===== src/rtl/game_pkg.sv =====
// Shared types and constants for the dice-game phase sequencer.
package game_pkg;

    typedef enum logic [2:0] {
        PH_START  = 3'd0,
        PH_ROLL   = 3'd1,
        PH_CHOOSE = 3'd2,
        PH_EVAL   = 3'd3,
        PH_END    = 3'd4
    } phase_e;

    typedef enum logic [1:0] {
        RES_KEPT   = 2'd0,
        RES_SCORED = 2'd1,
        RES_BUST   = 2'd2
    } choose_res_e;

    localparam logic [3:0] EN_START  = 4'b0001;
    localparam logic [3:0] EN_ROLL   = 4'b0010;
    localparam logic [3:0] EN_CHOOSE = 4'b0100;
    localparam logic [3:0] EN_END    = 4'b1000;

    // Raw code 11 has no meaning of its own and folds into KEPT.
    function automatic choose_res_e decode_res(input logic [1:0] raw);
        case (raw)
            2'b01:   return RES_SCORED;
            2'b10:   return RES_BUST;
            default: return RES_KEPT;
        endcase
    endfunction

endpackage


===== src/rtl/phase_timer.sv =====
// Stall counter for the ROLL/CHOOSE phases; expired is a combinational flag on the last cycle.
module phase_timer #(
    parameter logic [31:0] TIMEOUT_CYCLES = 32'd500_000_000
) (
    input  logic clk,
    input  logic rst,
    input  logic clear,
    input  logic run,
    output logic expired
);

    logic [31:0] r_cnt;

    always_ff @(posedge clk or negedge rst) begin
        if (!rst)       r_cnt <= '0;
        else if (clear) r_cnt <= '0;
        else if (run)   r_cnt <= r_cnt + 32'd1;
    end

    assign expired = run && (r_cnt == TIMEOUT_CYCLES - 32'd1);

endmodule


===== src/rtl/turn_scheduler.sv =====
// Dice-game phase sequencer: gates submodules, counts turns, judges win/loss, forfeits stalls.
module turn_scheduler
    import game_pkg::*;
#(
    parameter logic [3:0]  MAX_TURNS      = 4'd9,
    parameter logic [3:0]  WIN_SCORE      = 4'd12,
    parameter logic [31:0] TIMEOUT_CYCLES = 32'd500_000_000
) (
    input  logic       clk,
    input  logic       rst,
    input  logic       start_pulse,
    input  logic       roll_pulse,
    input  logic       choose_pulse,
    input  logic [1:0] choose_result,
    input  logic [3:0] score,
    output logic [3:0] en,
    output logic [2:0] phase,
    output logic [3:0] turns,
    output logic       won,
    output logic       lost,
    output logic       timeout,
    output logic       clr_score
);

    phase_e      r_state, w_state_nxt;
    choose_res_e r_res, w_res_nxt;
    logic [3:0]  r_turns, w_turns_nxt, w_turns_dec;
    logic        r_won, w_won_nxt;
    logic        r_lost, w_lost_nxt;
    logic        r_timeout, w_timeout_nxt;
    logic        r_clr, w_clr_nxt;
    logic        w_tmr_clear, w_tmr_run, w_expired;

    phase_timer #(.TIMEOUT_CYCLES(TIMEOUT_CYCLES)) u_timer (
        .clk     (clk),
        .rst     (rst),
        .clear   (w_tmr_clear),
        .run     (w_tmr_run),
        .expired (w_expired)
    );

    always_ff @(posedge clk or negedge rst) begin
        if (!rst) begin
            r_state   <= PH_START;
            r_res     <= RES_KEPT;
            r_turns   <= MAX_TURNS;
            r_won     <= 1'b0;
            r_lost    <= 1'b0;
            r_timeout <= 1'b0;
            r_clr     <= 1'b0;
        end else begin
            r_state   <= w_state_nxt;
            r_res     <= w_res_nxt;
            r_turns   <= w_turns_nxt;
            r_won     <= w_won_nxt;
            r_lost    <= w_lost_nxt;
            r_timeout <= w_timeout_nxt;
            r_clr     <= w_clr_nxt;
        end
    end

    // Only the pulse belonging to the current phase is looked at, which filters strays.
    always_comb begin
        w_state_nxt   = r_state;
        w_res_nxt     = r_res;
        w_turns_nxt   = r_turns;
        w_won_nxt     = r_won;
        w_lost_nxt    = r_lost;
        w_timeout_nxt = 1'b0;
        w_clr_nxt     = 1'b0;
        w_turns_dec   = (r_turns != 4'd0) ? r_turns - 4'd1 : r_turns;
        case (r_state)
            PH_START: begin
                if (start_pulse) begin
                    w_state_nxt = PH_ROLL;
                    w_turns_nxt = MAX_TURNS;
                    w_clr_nxt   = 1'b1;
                end
            end
            PH_ROLL: begin
                if (roll_pulse) begin
                    w_state_nxt = PH_CHOOSE;
                end else if (w_expired) begin
                    w_state_nxt   = PH_EVAL;
                    w_res_nxt     = RES_KEPT;
                    w_turns_nxt   = w_turns_dec;
                    w_timeout_nxt = 1'b1;
                end
            end
            PH_CHOOSE: begin
                if (choose_pulse) begin
                    w_state_nxt = PH_EVAL;
                    w_res_nxt   = decode_res(choose_result);
                    w_turns_nxt = w_turns_dec;
                end else if (w_expired) begin
                    w_state_nxt   = PH_EVAL;
                    w_res_nxt     = RES_KEPT;
                    w_turns_nxt   = w_turns_dec;
                    w_timeout_nxt = 1'b1;
                end
            end
            PH_EVAL: begin
                w_state_nxt = PH_END;
                if (r_res == RES_BUST)       w_lost_nxt  = 1'b1;
                else if (score >= WIN_SCORE) w_won_nxt   = 1'b1;
                else if (r_turns == 4'd0)    w_lost_nxt  = 1'b1;
                else                         w_state_nxt = PH_ROLL;
            end
            PH_END: begin
                if (start_pulse) begin
                    w_state_nxt = PH_ROLL;
                    w_won_nxt   = 1'b0;
                    w_lost_nxt  = 1'b0;
                    w_turns_nxt = MAX_TURNS;
                    w_clr_nxt   = 1'b1;
                end
            end
            default: w_state_nxt = PH_START;
        endcase
        w_tmr_run   = (r_state == PH_ROLL) || (r_state == PH_CHOOSE);
        w_tmr_clear = (w_state_nxt != r_state) &&
                      ((w_state_nxt == PH_ROLL) || (w_state_nxt == PH_CHOOSE));
    end

    always_comb begin
        case (r_state)
            PH_START:  en = EN_START;
            PH_ROLL:   en = EN_ROLL;
            PH_CHOOSE: en = EN_CHOOSE;
            PH_END:    en = EN_END | EN_START;
            default:   en = 4'b0000;
        endcase
    end

    assign phase     = r_state;
    assign turns     = r_turns;
    assign won       = r_won;
    assign lost      = r_lost;
    assign timeout   = r_timeout;
    assign clr_score = r_clr;

endmodule


===== config.mk =====
export PLATFORM = sky130hd
export DESIGN_NAME = turn_scheduler
export DESIGN_NICKNAME = d
export VERILOG_FILES = /design/src/rtl/game_pkg.sv /design/src/rtl/phase_timer.sv /design/src/rtl/turn_scheduler.sv
export SDC_FILE = /design/constraint.sdc
export NUM_CORES = 1
export LEC_CHECK = 0
export ABC_AREA = 0
export CAP_MARGIN = 25
export CORE_ASPECT_RATIO = 0.8
export CORE_MARGIN = 2
export CORE_UTILIZATION = 38
export CTS_BUF_LIST = sky130_fd_sc_hd__clkbuf_8
export DETAILED_ROUTE_END_ITERATION = 7
export HOLD_SLACK_MARGIN = 0.03
export PLACE_DENSITY_LB_ADDON = 0.12
export SLEW_MARGIN = 25
export SYNTH_ARGS = -nofsm -noshare
export SYNTH_HDL_FRONTEND = slang
export SYNTH_SLANG_ARGS = --single-unit

===== constraint.sdc =====
create_clock -name clk -period 2.42 [get_ports clk]
set_input_delay 0.363 -clock clk [delete_from_list [all_inputs] [get_ports clk]]
set_output_delay 0.363 -clock clk [all_outputs]
set_load 0.05 [all_outputs]

==> flow_summary.html <==
<table>
<tr><th>Metric</th><th>Value</th></tr>
<tr><th colspan="2">STA</th></tr>
<tr><td>Number of max-slew violations in the final report</td><td>0</td></tr>
<tr><td>Worst Max-Slew Pin Slew</td><td>0.587 ns</td></tr>
<tr><td>Setup TNS</td><td>0 ns</td></tr>
<tr><td>FMAX</td><td>435 MHz</td></tr>
<tr><td>Ratio of final minimum period to clock period</td><td>95.1%</td></tr>
<tr><td>Count of endpoints failing setup in the final report</td><td>0</td></tr>
<tr><td>Final critical-path required period</td><td>2.30 ns</td></tr>
<tr><td>Setup clock skew after layout</td><td>0.0105 ns</td></tr>
<tr><td>Post-Route Hold Slack</td><td>0.136 ns</td></tr>
<tr><td>Final Hold Fails</td><td>0</td></tr>
<tr><td>Setup repair after global routing missed its margin</td><td>no</td></tr>
<tr><td>Relative slew slack</td><td>60.9%</td></tr>
<tr><td>Setup slack of the critical path after layout</td><td>0.119 ns</td></tr>
<tr><th colspan="2">Placement</th></tr>
<tr><td>Final RePlAce weighted congestion</td><td>0.807</td></tr>
<tr><td>Post-place setup slack</td><td>0.145 ns</td></tr>
<tr><td>Placement Cell Area</td><td>2940 um^2</td></tr>
<tr><td>Count of input and output buffers</td><td>23</td></tr>
<tr><td>Post-detail-place hpwl</td><td>4.11 mm</td></tr>
<tr><th colspan="2">Min path</th></tr>
<tr><td>Hold crit path type</td><td>input pin to async pin</td></tr>
<tr><th colspan="2">Route</th></tr>
<tr><td>Wire length per cell after detailed routing</td><td>15.4 um</td></tr>
<tr><td>Initial detailed-routing violation count</td><td>129</td></tr>
<tr><td>1st-pass router iterations</td><td>6</td></tr>
<tr><td>Remaining number of nets flagged by the antenna check after routing</td><td>0</td></tr>
<tr><td>Number of vias in the routed layout</td><td>1973</td></tr>
<tr><td>Via-to-Cell Ratio</td><td>5.21</td></tr>
<tr><td>Drc violations</td><td>0</td></tr>
<tr><td>Final wirelength</td><td>5.82 mm</td></tr>
<tr><th colspan="2">Finish</th></tr>
<tr><td>Final antenna diode count</td><td>0</td></tr>
<tr><td>Layout Area Growth over Synthesis</td><td>17.1%</td></tr>
<tr><td>Area occupied by multi-input gates</td><td>1390 um^2</td></tr>
<tr><td>FF+latch area</td><td>1130 um^2</td></tr>
<tr><td>Final core utilization</td><td>47.0%</td></tr>
<tr><td>Post-route standard cell area excluding fillers</td><td>3060 um^2</td></tr>
<tr><td>Net total in the final layout</td><td>308</td></tr>
<tr><td>Fraction of layout instances using a drive strength above 1</td><td>12.9%</td></tr>
<tr><td>Final-layout fill cell count</td><td>641</td></tr>
<tr><th colspan="2">Clock network</th></tr>
<tr><td>CTS resizes</td><td>0</td></tr>
<tr><td>Clock latency reported for the late side of the worst-skew pair</td><td>0.30 ns</td></tr>
<tr><td>TritonCTS sink count</td><td>45</td></tr>
<tr><td>Hold_buf cts</td><td>0</td></tr>
<tr><td>Number of buffers created by CTS</td><td>5</td></tr>
<tr><td>Worst-path clk slew</td><td>0.08 ns</td></tr>
<tr><td>Clk Tree Root Cell</td><td>sky130_fd_sc_hd__clkbuf_8</td></tr>
<tr><td>Post-CTS Setup Repair Bufs</td><td>0</td></tr>
<tr><td>TritonCTS clock tree</td><td>yes</td></tr>
<tr><td>Maximum clock insertion buffer count</td><td>2</td></tr>
<tr><td>Number of levels in the clock H-tree</td><td>2</td></tr>
<tr><th colspan="2">Global route</th></tr>
<tr><td>Global-route usage over all layers</td><td>16.7%</td></tr>
<tr><td>Maximum number of pins on one net before global-route repair</td><td>46</td></tr>
<tr><td>First-pass GRT wire length</td><td>10.1 mm</td></tr>
<tr><td>Total global routing overflow</td><td>0</td></tr>
<tr><td>Number of antenna violations at the first check in global routing</td><td>0</td></tr>
<tr><td>Vias in the first global route</td><td>1981</td></tr>
<tr><th colspan="2">Critical path</th></tr>
<tr><td>Largest fanout of any net on the critical path</td><td>10</td></tr>
<tr><td>Critical path type</td><td>register to output port</td></tr>
<tr><td>Data arrival time of the worst path</td><td>1.94 ns</td></tr>
<tr><td>Sort of element at the end of the critical path</td><td>output port</td></tr>
<tr><td>WP data required</td><td>2.06 ns</td></tr>
<tr><td>Worst setup SP type</td><td>register</td></tr>
<tr><th colspan="2">Logic synthesis</th></tr>
<tr><td>Leading register cell type out of synthesis</td><td>sky130_fd_sc_hd__dfrtp_1</td></tr>
<tr><td>Library cell with the largest summed area after synthesis</td><td>sky130_fd_sc_hd__dfrtp_1</td></tr>
<tr><td>Commonest cells post-synth</td><td>43 x sky130_fd_sc_hd__dfrtp_1, 37 x sky130_fd_sc_hd__nor2_1, 25 x sky130_fd_sc_hd__xor2_1</td></tr>
<tr><td>Syn. warnings</td><td>0</td></tr>
<tr><td>Post-synthesis average cell area</td><td>9.78 um^2</td></tr>
<tr><td>Largest cells by area after synthesis</td><td>sky130_fd_sc_hd__dfrtp_1 41%, sky130_fd_sc_hd__xor2_1 8.4%, sky130_fd_sc_hd__nor2_1 5.3%</td></tr>
<tr><td>Cell variety after synth</td><td>55</td></tr>
<tr><td>Most common cell in the netlist</td><td>sky130_fd_sc_hd__dfrtp_1</td></tr>
<tr><td>Share of the synthesized area in the top cell type</td><td>41.2%</td></tr>
<tr><td>Cells after synthesis</td><td>267</td></tr>
<tr><td>Count of state elements after synthesis</td><td>45</td></tr>
<tr><td>Number of flops mapped to enable cells by yosys</td><td>0</td></tr>
<tr><td>Register area share after synthesis</td><td>43.2%</td></tr>
<tr><td>Mapped Area</td><td>2610 um^2</td></tr>
<tr><td>Net count after synthesis</td><td>281</td></tr>
<tr><td>Fraction of synthesis flops using an asynchronous set or reset pin</td><td>100%</td></tr>
<tr><th colspan="2">Status</th></tr>
<tr><td>Outcome</td><td>complete, no violations</td></tr>
<tr><th colspan="2">Die</th></tr>
<tr><td>Core Rows</td><td>26</td></tr>
<tr><td>Width of the die</td><td>96.7 um</td></tr>
<tr><td>Chip Height</td><td>78.1 um</td></tr>
<tr><td>Area of the core region</td><td>6510 um^2</td></tr>
<tr><td>Top Ports</td><td>26</td></tr>
<tr><td>Die Outline Area</td><td>7560 um^2</td></tr>
<tr><td>Initial core utilization</td><td>40.1%</td></tr>
<tr><th colspan="2">Power</th></tr>
<tr><td>Fraction of power consumed by the clock network</td><td>18.0%</td></tr>
<tr><td>Pwr/cell area</td><td>944 nW/um^2</td></tr>
<tr><td>Power dissipated by switching net loads</td><td>1280 uW</td></tr>
<tr><td>Worst vdd ir</td><td>0.483 mV</td></tr>
<tr><td>Logic pwr share</td><td>47.4%</td></tr>
<tr><td>Internal Power</td><td>1600 uW</td></tr>
<tr><td>Cell leakage power</td><td>0.00131 uW</td></tr>
<tr><td>Switching Fraction</td><td>44.4%</td></tr>
<tr><td>Sequential cell fraction of total power</td><td>34.6%</td></tr>
<tr><th colspan="2">Job</th></tr>
<tr><td>Number of maximum-capacitance violations</td><td>0</td></tr>
</table>
-- final timing paths --
check,from,endpoint,slack (ns),cells after the start
setup / recovery,phase[1],en[0],0.12,2
hold / removal,rst,clr_score,0.14,2
setup reg to reg,turns[1],u_timer.r_cnt[24],0.17,8
hold reg to reg,r_res[1],r_res[1],0.53,2
max in group asynchronous,rst,phase[0],1.87,2
min in group clk,r_res[1],r_res[1],0.53,2
-- sequential cells by signal, summed over array words and instances (netlist names) --
signal         flops
u_timer.r_cnt     32
turns              4
phase              3
r_res              2
clr_score          1
lost               1
timeout            1
won                1
-- layout make-up --
type | instances | share of cell area [%]
Inverter | 9 | 1.15
Tap cell | 84 | 3.44
Clock buffer | 7 | 3.15
Timing Repair Buffer | 32 | 9.74
Clock inverter | 1 | 0.164
Sequential cell | 45 | 36.9
Multi-Input combinational cell | 201 | 45.4
-- power groups by stage --
stage               clock network [uW]  registers (uW)  logic (uW)
global route                       567            1020        1480
detailed placement                   0            1020        1360
global placement                     0            1010        1360
floorplan                            0            1170         835
CTS                                543            1000        1370
finish                             518             999        1370
-- layout by cell type (no fill, tap or decap), types with 8 or more instances in the layout --
cell type                         instances
sky130_fd_sc_hd__nand4_1                 16
sky130_fd_sc_hd__xnor2_1                  8
sky130_fd_sc_hd__xor2_1                  25
sky130_fd_sc_hd__nand2_1                  8
sky130_fd_sc_hd__clkdlybuf4s50_1         19
sky130_fd_sc_hd__and3_1                  11
sky130_fd_sc_hd__dfrtp_1                 43
sky130_fd_sc_hd__nand3_1                 19
sky130_fd_sc_hd__buf_4                   11
sky130_fd_sc_hd__o21ai_0                  8
sky130_fd_sc_hd__nor2_1                  36
-- per-stage QoR --
stage / instances / total power, uW
floorplan: 267 / 2010
global placement: 371 / 2370
detailed placement: 371 / 2380
CTS: 379 / 2910
global route: 379 / 3070
finish: 379 / 2880
-- cell families (layout without fill, tap and decap cells) --
family                     count (synthesis)  after routing  share of synthesized area, %
and+or+nand+nor                          138            138                          31.9
DFF                                       45             45                          43.2
xor gates and xnor gates                  33             33                          11.1
AOI/OAI and AO/OA                         26             26                          7.67
buffers and inverters                     21             49                          4.31
adders and majority gates                  3              3                          1.44
muxes                                      1              1                         0.383
-- critical path: stages, from the launching register on --
cell and delay, ns:
sky130_fd_sc_hd__dfrtp_1 0.57, sky130_fd_sc_hd__nor2_4 0.25, sky130_fd_sc_hd__clkdlybuf4s50_1 0.83
-- routing by layer --
layer / vias to the layer above / part of all wire [%] / GRT usage (%)
li1: 1006 / - / -
met1: 939 / 54 / 26.1
met2: 26 / 42 / 22.6
met3: 2 / 3.6 / 3.29
met4: 0 / 0.60 / 5.49
met5: - / 0 / 0
Note: power is estimated with default switching activity, not from simulation.
